<file path="src/rtl/sii_irq_debounce_pkg.sv">
// Shared encodings and helpers for the interrupt/button debounce block.
// Holds the edge_sel codes, the debounce FSM state type and small decode helpers.
`ifndef SII_IRQ_DEBOUNCE_PKG_SV
`define SII_IRQ_DEBOUNCE_PKG_SV

package sii_irq_debounce_pkg;

  localparam logic [1:0] EDGE_RISE  = 2'b00;
  localparam logic [1:0] EDGE_FALL  = 2'b01;
  localparam logic [1:0] EDGE_BOTH  = 2'b10;
  localparam logic [1:0] EDGE_LEVEL = 2'b11;

  typedef enum logic [1:0] {
    IDLE_LO = 2'b00,
    CHK_HI  = 2'b01,
    IDLE_HI = 2'b10,
    CHK_LO  = 2'b11
  } db_state_e;

  function automatic logic state_level(input db_state_e s);
    return (s == IDLE_HI) || (s == CHK_LO);
  endfunction

  function automatic logic edge_select(input logic [1:0] sel,
                                       input logic       rise,
                                       input logic       fall);
    logic p;
    unique case (sel)
      EDGE_RISE: p = rise;
      EDGE_FALL: p = fall;
      EDGE_BOTH: p = rise | fall;
      default:   p = 1'b0;
    endcase
    return p;
  endfunction

endpackage

`endif

</file>
<file path="src/rtl/sii_debounce_core.sv">
// Consecutive-sample debounce filter: four-state FSM plus run-length counter.
// rise/fall are registered so they coincide with the first cycle of the new level.
module sii_debounce_core
  import sii_irq_debounce_pkg::*;
#(
  parameter int unsigned CNT_W           = 16,
  parameter int unsigned DEBOUNCE_CYCLES = 1000
) (
  input  logic clk,
  input  logic rst_n,
  input  logic in_sync,
  output logic level_db,
  output logic rise,
  output logic fall
);

  localparam logic [CNT_W-1:0] CNT_LAST = CNT_W'(DEBOUNCE_CYCLES - 1);
  localparam logic [CNT_W-1:0] CNT_ONE  = CNT_W'(1);

  db_state_e        state_q, state_d;
  logic [CNT_W-1:0] cnt_q, cnt_d;
  logic             rise_q, rise_d;
  logic             fall_q, fall_d;

  always_comb begin
    state_d = state_q;
    cnt_d   = cnt_q;
    rise_d  = 1'b0;
    fall_d  = 1'b0;
    unique case (state_q)
      IDLE_LO: begin
        if (in_sync) begin
          if (DEBOUNCE_CYCLES == 1) begin
            state_d = IDLE_HI;
            rise_d  = 1'b1;
          end else begin
            state_d = CHK_HI;
            cnt_d   = CNT_ONE;
          end
        end
      end
      CHK_HI: begin
        if (!in_sync) begin
          state_d = IDLE_LO;
          cnt_d   = '0;
        end else if (cnt_q == CNT_LAST) begin
          state_d = IDLE_HI;
          cnt_d   = '0;
          rise_d  = 1'b1;
        end else begin
          cnt_d = cnt_q + CNT_ONE;
        end
      end
      IDLE_HI: begin
        if (!in_sync) begin
          if (DEBOUNCE_CYCLES == 1) begin
            state_d = IDLE_LO;
            fall_d  = 1'b1;
          end else begin
            state_d = CHK_LO;
            cnt_d   = CNT_ONE;
          end
        end
      end
      CHK_LO: begin
        if (in_sync) begin
          state_d = IDLE_HI;
          cnt_d   = '0;
        end else if (cnt_q == CNT_LAST) begin
          state_d = IDLE_LO;
          cnt_d   = '0;
          fall_d  = 1'b1;
        end else begin
          cnt_d = cnt_q + CNT_ONE;
        end
      end
      default: begin
        state_d = IDLE_LO;
        cnt_d   = '0;
      end
    endcase
  end

  always_ff @(posedge clk) begin
    if (!rst_n) begin
      state_q <= IDLE_LO;
      cnt_q   <= '0;
      rise_q  <= 1'b0;
      fall_q  <= 1'b0;
    end else begin
      state_q <= state_d;
      cnt_q   <= cnt_d;
      rise_q  <= rise_d;
      fall_q  <= fall_d;
    end
  end

  assign level_db = state_level(state_q);
  assign rise     = rise_q;
  assign fall     = fall_q;

endmodule

</file>
<file path="src/rtl/sii_irq_debounce.sv">
// Debounced interrupt pin: edge/level qualification plus sticky pending and overrun
// flags, cleared by a one-cycle CSR pulse.
module sii_irq_debounce
  import sii_irq_debounce_pkg::*;
#(
  parameter int unsigned CNT_W           = 16,
  parameter int unsigned DEBOUNCE_CYCLES = 1000
) (
  input  logic       clk,
  input  logic       rst_n,
  input  logic       in_sync,
  input  logic       en,
  input  logic [1:0] edge_sel,
  input  logic       irq_clr,
  output logic       level_db,
  output logic       edge_pulse,
  output logic       irq_pending,
  output logic       irq_overrun
);

  logic rise, fall;
  logic level_mode, event_w;
  logic pending_q, pending_d;
  logic overrun_q, overrun_d;

  sii_debounce_core #(
    .CNT_W          (CNT_W),
    .DEBOUNCE_CYCLES(DEBOUNCE_CYCLES)
  ) u_core (
    .clk     (clk),
    .rst_n   (rst_n),
    .in_sync (in_sync),
    .level_db(level_db),
    .rise    (rise),
    .fall    (fall)
  );

  always_comb begin
    level_mode = (edge_sel == EDGE_LEVEL);
    edge_pulse = edge_select(edge_sel, rise, fall);
    // In level mode the clear wins for its own cycle, so pending drops for one
    // cycle and re-asserts while level_db stays high; edge modes let set win.
    event_w    = level_mode ? (level_db & ~irq_clr) : edge_pulse;
    pending_d  = (pending_q & ~irq_clr) | (event_w & en);
    overrun_d  = (overrun_q & ~irq_clr)
               | (event_w & en & pending_q & ~irq_clr & ~level_mode);
  end

  always_ff @(posedge clk) begin
    if (!rst_n) begin
      pending_q <= 1'b0;
      overrun_q <= 1'b0;
    end else begin
      pending_q <= pending_d;
      overrun_q <= overrun_d;
    end
  end

  assign irq_pending = pending_q;
  assign irq_overrun = overrun_q;

endmodule

</file>
<file path="config.mk">
export PLATFORM = sky130hd
export DESIGN_NAME = sii_irq_debounce
export DESIGN_NICKNAME = d
export VERILOG_FILES = /design/src/rtl/sii_irq_debounce_pkg.sv /design/src/rtl/sii_debounce_core.sv /design/src/rtl/sii_irq_debounce.sv
export SDC_FILE = /design/constraint.sdc
export NUM_CORES = 1
export LEC_CHECK = 0
export ABC_AREA = 1
export CAP_MARGIN = 0
export CELL_PAD_IN_SITES_DETAIL_PLACEMENT = 0
export CELL_PAD_IN_SITES_GLOBAL_PLACEMENT = 1
export CORE_MARGIN = 8
export CORE_UTILIZATION = 37
export DETAILED_ROUTE_END_ITERATION = 7
export PLACE_DENSITY = 0.83
export SLEW_MARGIN = 20
export SYNTH_ARGS = -nofsm -noshare
export SYNTH_HDL_FRONTEND = slang
export SYNTH_HIERARCHICAL = 1
export SYNTH_SLANG_ARGS = --single-unit
</file>
<file path="constraint.sdc">
create_clock -name clk -period 1.4 [get_ports clk]
set_input_delay 0.14 -clock clk [delete_from_list [all_inputs] [get_ports clk]]
set_output_delay 0.14 -clock clk [all_outputs]
set_load 0.005 [all_outputs]
</file>
==> results.json, run 1 <==
{
  "drive_gt1_frac": 0.378,
  "synth-compound-area-share": 0.118,
  "critical_path.endpoint": "u_core/cnt_q[8]",
  "yosysSeqAreaShare": 0.309,
  "intPower_w": 0.00103,
  "crit_chain": "ha_4, nand2_4, nor2_4, nand2_2, nor2_4, nor2_4, buf_12, nand3_2, a21oi_2",
  "status": "complete, no violations",
  "die_x_um": 78.1,
  "rr_worst_depth": 9,
  "synth_top_area_cell": "dfxtp_1",
  "holdCritPathClass": "reg2reg",
  "p_comb_frac": 0.209,
  "grt_pass1_wl_mm": 6.32,
  "syn_area_um2": 1430,
  "synth_fp_nets": 226,
  "initial_core_util": 0.387,
  "startpoint": "u_core/cnt_q[1]",
  "cts_buffer_depth": 2,
  "drt-initial-drc-count": 66,
  "timing_hold_violations_final": 0,
  "cp-start-kind": "flop",
  "syn-instance-count": 218,
  "dpl.hpwl_mm": 2.69,
  "min_period_ns": 1.37,
  "power.switching_w": 0.000400,
  "routed_wl_mm": 3.61,
  "cpMaxStageDelayCell": "dfxtp_2",
  "io_pins": 11,
  "yosysMostFrequentCell": "nand2_1",
  "p_seq_frac": 0.463,
  "placed_cells": 297,
  "gr-usage-all-layers": 0.123,
  "portBuffers": 10,
  "clock_latency_ns": 0.27,
  "sw_frac_of_total": 0.280,
  "cap_violations": 0,
  "stdcell_count": 302,
  "irDropWorstVdd_uv": 292,
  "vias": 1429,
  "finalClockSkew_ns": 0.00275,
  "ant_nets": 0,
  "final_max_slew_viol_count": 0,
  "r2r_start": "u_core/cnt_q[1]",
  "antenna_found_initial": 0,
  "tns_ns": 0,
  "areaGrowthSynthToFinish_pct": 35.6,
  "fp.dieH_um": 78.1,
  "setup_violations": 0,
  "n_fill_cell": 393,
  "grt_overflow": 0,
  "yosys-top-cells-area": "dfxtp_1 (31%), nand2_1 (16%), nand3_2 (7.0%)",
  "synth_xor_area_frac": 0.0123,
  "placed_area_um2": 1760,
  "grt_setup_unrepaired": "yes",
  "synthMuxAreaShare": 0,
  "cp.buffers_inverters": 1,
  "clk_pin_slew_ns": 0.08,
  "cp.required_ns": 1.60,
  "drc_errors": 0,
  "critical_path_class": "reg2reg",
  "core_area_um2": 3690,
  "synth_top_family_by_area": "simple AND/OR/NAND/NOR gates",
  "slew_headroom": 0.817,
  "pwr_density_cell_nw_per_um2": 739,
  "clockRootBuffer": "clkbuf_8",
  "h-tree-depth": 1,
  "design_area_um2": 1930,
  "arrival_ns": 1.57,
  "vias_per_cell": 4.73,
  "cts_tree": "yes",
  "cts_num_sinks": 22,
  "worstMarginPinSlew_ns": 0.272,
  "drtPass1Iterations": 4,
  "yosys.area_share.simple": 0.456,
  "ys_ff_latch": 22,
  "fmax_mhz": 730,
  "grt_pass1_vias": 1410,
  "worstSetupPathDepth": 9,
  "grt_start_max_net_pins": 13,
  "cpMostUsedCell": "nor2_4",
  "total_power_w": 0.00143,
  "ff_latch_area_um2": 463,
  "worst-path-max-fanout": 5,
  "clockPowerShare": 0.328,
  "post_drt_wl_per_cell_um": 11.9,
  "dieArea_um2": 6100,
  "synth_fa_ha_area_frac": 0.00877,
  "syn_area_per_cell_um2": 6.54,
  "p_leak_nw": 0.785,
  "multi_input_area_um2": 928,
  "fin_nets": 263,
  "synth_edf_count": 0,
  "reg2reg_to": "u_core/cnt_q[8]",
  "rrSetupSlack_ns": 0.03,
  "n_antenna_cell": 0,
  "synth_warnings": 6,
  "period_share": 0.979,
  "endpoint_kind": "flop",
  "ys.flop_type": "dfxtp_1",
  "synth_cell_types": 25,
  "ys_top_cells_by_count": "nand2_1 (61), inv_1 (25), nor2_1 (23)",
  "postCtsHoldBufs": 0,
  "dp_slack_ns": -0.160,
  "critPathTopFamily": "simple AND/OR/NAND/NOR gates",
  "asyncSetResetFlopFracSynth": 0,
  "layout_setup_ws_ns": 0.0293,
  "critPathMaxStageDelay_ns": 0.34,
  "rows": 22,
  "gp_congestion": 0.806,
  "cts_buffers": 3,
  "synth_top_area_share": 0.309
}
==> power by group through the flow <==
| stage | logic [W] | clock network (W) | registers (W) |
|---|---|---|---|
| 6_report | 0.000299 | 0.000469 | 0.000662 |
| 5_1_grt | 0.000327 | 0.000513 | 0.000666 |
| 4_1_cts | 0.000282 | 0.000487 | 0.000664 |
| 3_5_place_dp | 0.000279 | 0 | 0.000673 |
| 3_3_place_gp | 0.000279 | 0 | 0.000674 |
| 2_1_floorplan | 0.000144 | 0 | 0.000673 |
==> final cells by class <==
cell class	instances	share of cell area
multi-input cells	162	0.480
flip-flops and latches	22	0.239
repair buffers	36	0.163
inverters	30	0.0582
well taps	48	0.0310
clock buffers	4	0.0285
==> worst min path at each step <==
stage,startpoint,end,slack (ns),cells after the start
6_report,u_core/cnt_q[13],u_core/cnt_q[13],0.48,2
5_1_grt,u_core/cnt_q[15],u_core/cnt_q[15],0.50,2
4_1_cts,irq_overrun,irq_overrun,0.49,2
3_5_place_dp,irq_overrun,irq_overrun,0.48,2
3_3_place_gp,irq_overrun,irq_overrun,0.47,2
2_1_floorplan,in_sync,flop,0.27,2
==> routing by layer <==
metal	vias up	share of wire	global-route usage
met5	-	0	0
met4	0	0.016	0.0407
met3	6	0.038	0.0251
met2	21	0.46	0.205
met1	641	0.49	0.153
li1	761	-	-
==> worst reg2reg max path, stage by stage (launching register included) <==
cell     delay, ns
dfxtp_2       0.34
ha_4          0.17
nand2_4       0.08
nor2_4        0.04
nand2_2       0.08
nor2_4        0.05
nor2_4        0.21
buf_12        0.15
nand3_2       0.06
a21oi_2       0.12
==> state kept, by name, indices dropped and copies added (netlist names), named ones only <==
signal,flops
u_core/cnt_q,16
irq_overrun,1
irq_pending,1
u_core/fall,1
u_core/rise,1
u_core/state_q,1
==> logic make-up (layout without fill, tap and decap cells) <==
group | after synthesis | after routing
buffers and inverters | 34 | 70
xor gates and xnor gates | 2 | 2
AOI/OAI and AO/OA | 28 | 28
adders and majority gates | 1 | 1
and+or+nand+nor | 131 | 131
DFF | 22 | 22
==> cell usage in the layout, fill, tap and decap left out, types with 2 or more instances in the layout <==
cell type / synthesis / routed
a21oi_1: 13 / 10
a21oi_2: 3 / 6
buf_4: 0 / 23
buf_6: 1 / 2
clkbuf_8: 0 / 4
clkdlybuf4s50_1: 0 / 7
clkinv_1: 2 / 2
dfxtp_1: 22 / 8
dfxtp_2: 0 / 12
dfxtp_4: 0 / 2
dlygate4sd2_1: 0 / 2
inv_1: 25 / 23
inv_2: 3 / 5
nand2_1: 61 / 54
nand2_2: 8 / 14
nand2_4: 1 / 2
nand3_1: 13 / 13
nand3_2: 10 / 10
nand4_1: 3 / 3
nor2_1: 23 / 19
nor2_2: 4 / 4
nor2_4: 4 / 8
nor3_1: 4 / 4
o21ai_0: 9 / 8
xor2_1: 2 / 2
==> what timing repair did <==
| action | CTS | global route |
|---|---|---|
| resized for setup | 7 | 39 |
| setup endpoints to repair | 16 | 20 |
| buffers inserted | 1 | 0 |
| pin swaps | 1 | 12 |
==> per-stage QoR <==
stage / hold WS [ns] / utilization
after floorplan: 0.275 / -
final: 0.481 / 0.524
after detailed placement: 0.476 / 0.478
after global routing: 0.503 / 0.524
after global placement: 0.468 / 0.478
after CTS: 0.490 / 0.499
No activity file was read; power rests on OpenSTA's default activity.
==> run 2, diff against run 1 <==
Settings changed: CORE_MARGIN 8 to not set.
==> results.json, run 2 (synthesis results as in run 1) <==
{
  "largest_register_ffs": 16,
  "grt_overflow": 0,
  "clk_pin_slew_ns": 0.08,
  "rows": 22,
  "cts_buffer_depth": 2,
  "cpMaxStageDelayCell": "dfxtp_2",
  "core_area_um2": 3690,
  "timing_hold_violations_final": 0,
  "grt_setup_unrepaired": "yes",
  "clockPowerShare": 0.293,
  "dieArea_um2": 4110,
  "cp-start-kind": "flop",
  "cp.required_ns": 1.60,
  "clockRootBuffer": "clkbuf_8",
  "intPower_w": 0.000972,
  "cp.buffers_inverters": 2,
  "routed_wl_mm": 3.34,
  "die_x_um": 64.1,
  "cpMostUsedCell": "nor2_4",
  "sw_frac_of_total": 0.278,
  "grt_pass1_vias": 1313,
  "cts_buffers": 3,
  "final_max_slew_viol_count": 0,
  "grt_start_max_net_pins": 12,
  "irDropWorstVdd_uv": 583,
  "drive_gt1_frac": 0.349,
  "io_pins": 11,
  "n_antenna_cell": 0,
  "status": "complete, no violations",
  "grt_pass1_wl_mm": 5.64,
  "worst-path-max-fanout": 5,
  "critPathTopFamily": "simple AND/OR/NAND/NOR gates",
  "dp_slack_ns": -0.104,
  "vias_per_cell": 4.68,
  "fin_nets": 268,
  "portBuffers": 10,
  "postCtsHoldBufs": 0,
  "initial_core_util": 0.387,
  "cap_violations": 0,
  "most-common-layout-cells": "nand2_1 (56), buf_4 (29), inv_1 (23)",
  "crit_chain": "ha_4, buf_6, inv_4, nor2_4, nand2_2, nor2_4, a21o_1, nand2_1, a21oi_2",
  "worstMarginPinSlew_ns": 0.365,
  "layout_commonest_cell": "nand2_1",
  "period_share": 0.978,
  "endpoint_kind": "flop",
  "cts_tree": "yes",
  "drtPass1Iterations": 4,
  "setup_violations": 0,
  "fp.dieH_um": 64.1,
  "arrival_ns": 1.57,
  "regMostFlops": "u_core/cnt_q",
  "slew_headroom": 0.755,
  "antenna_found_initial": 0,
  "placed_cells": 301,
  "pwr_density_cell_nw_per_um2": 706,
  "critPathMaxStageDelay_ns": 0.36,
  "finalClockSkew_ns": 0.00484,
  "drt-initial-drc-count": 41,
  "n_fill_cell": 383,
  "cts_num_sinks": 22,
  "gr-usage-all-layers": 0.175,
  "gp_congestion": 0.820,
  "min_period_ns": 1.37,
  "clock_latency_ns": 0.26,
  "power.switching_w": 0.000375,
  "drc_errors": 0,
  "holdCritPathClass": "reg2reg",
  "layout_setup_ws_ns": 0.0306,
  "areaGrowthSynthToFinish_pct": 33.9,
  "stdcell_count": 306,
  "p_leak_nw": 0.773,
  "p_comb_frac": 0.214,
  "p_seq_frac": 0.493,
  "dpl.hpwl_mm": 2.56,
  "fmax_mhz": 730,
  "post_drt_wl_per_cell_um": 10.9,
  "h-tree-depth": 1,
  "ant_nets": 0,
  "vias": 1433,
  "critical_path_class": "reg2reg"
}
==> run 2: area by class of cell <==
cell class                      count  area, um^2  share of cell area
Inverter                           30         115              0.0603
Timing Repair Buffer               41         338               0.177
Sequential cell                    22         453               0.237
Clock buffer                        3        41.3              0.0216
Tap cell                           48        60.1              0.0315
Multi-Input combinational cell    162         902               0.472
==> run 2: metal layers <==
metal	vias up	wire length, um	global-route usage
met4	0	17	0.0333
met2	19	1550	0.294
met3	2	110	0.0375
met1	638	1670	0.230
met5	-	0	0
li1	774	-	-
==> run 2: repair_timing <==
action / 4_1_cts / 5_1_grt
resized for setup: 8 / 24
buffers inserted: 0 / 2
pin swaps: 3 / 13
setup endpoints to repair: 13 / 17
==> run 2: path summary, 6_finish.rpt <==
path | start | to | slack [ns] | cells past startpoint
max | u_core/cnt_q[0] | u_core/cnt_q[14] | 0.03 | 9
min | irq_overrun | irq_overrun | 0.48 | 2
max reg2reg | u_core/cnt_q[0] | u_core/cnt_q[14] | 0.03 | 9
min reg2reg | irq_overrun | irq_overrun | 0.48 | 2
==> run 2: power by group through the flow <==
stage	Clock, W	Sequential [W]	Combinational [W]
floorplan	0	0.000673	0.000144
global placement	0	0.000672	0.000270
detailed placement	0	0.000673	0.000270
CTS	0.000417	0.000660	0.000271
global route	0.000439	0.000669	0.000319
finish	0.000394	0.000665	0.000289
==> run 2: worst reg2reg max path: stages (launching register included) <==
cell,delay (ns)
dfxtp_2,0.36
ha_4,0.16
buf_6,0.10
inv_4,0.03
nor2_4,0.17
nand2_2,0.10
nor2_4,0.14
a21o_1,0.12
nand2_1,0.05
a21oi_2,0.09
==> run 2: per-stage QoR <==
step	utilization	instance area [um^2]	power [W]	setup TNS, ns	hold WS, ns
after floorplan	-	1430	0.000816	0	0.275
after detailed placement	0.482	1780	0.000943	-1.25	0.468
after CTS	0.497	1830	0.00135	0	0.481
final	0.518	1910	0.00135	0	0.477
after global routing	0.518	1910	0.00143	-0.237	0.504
after global placement	0.482	1780	0.000942	-0.991	0.467
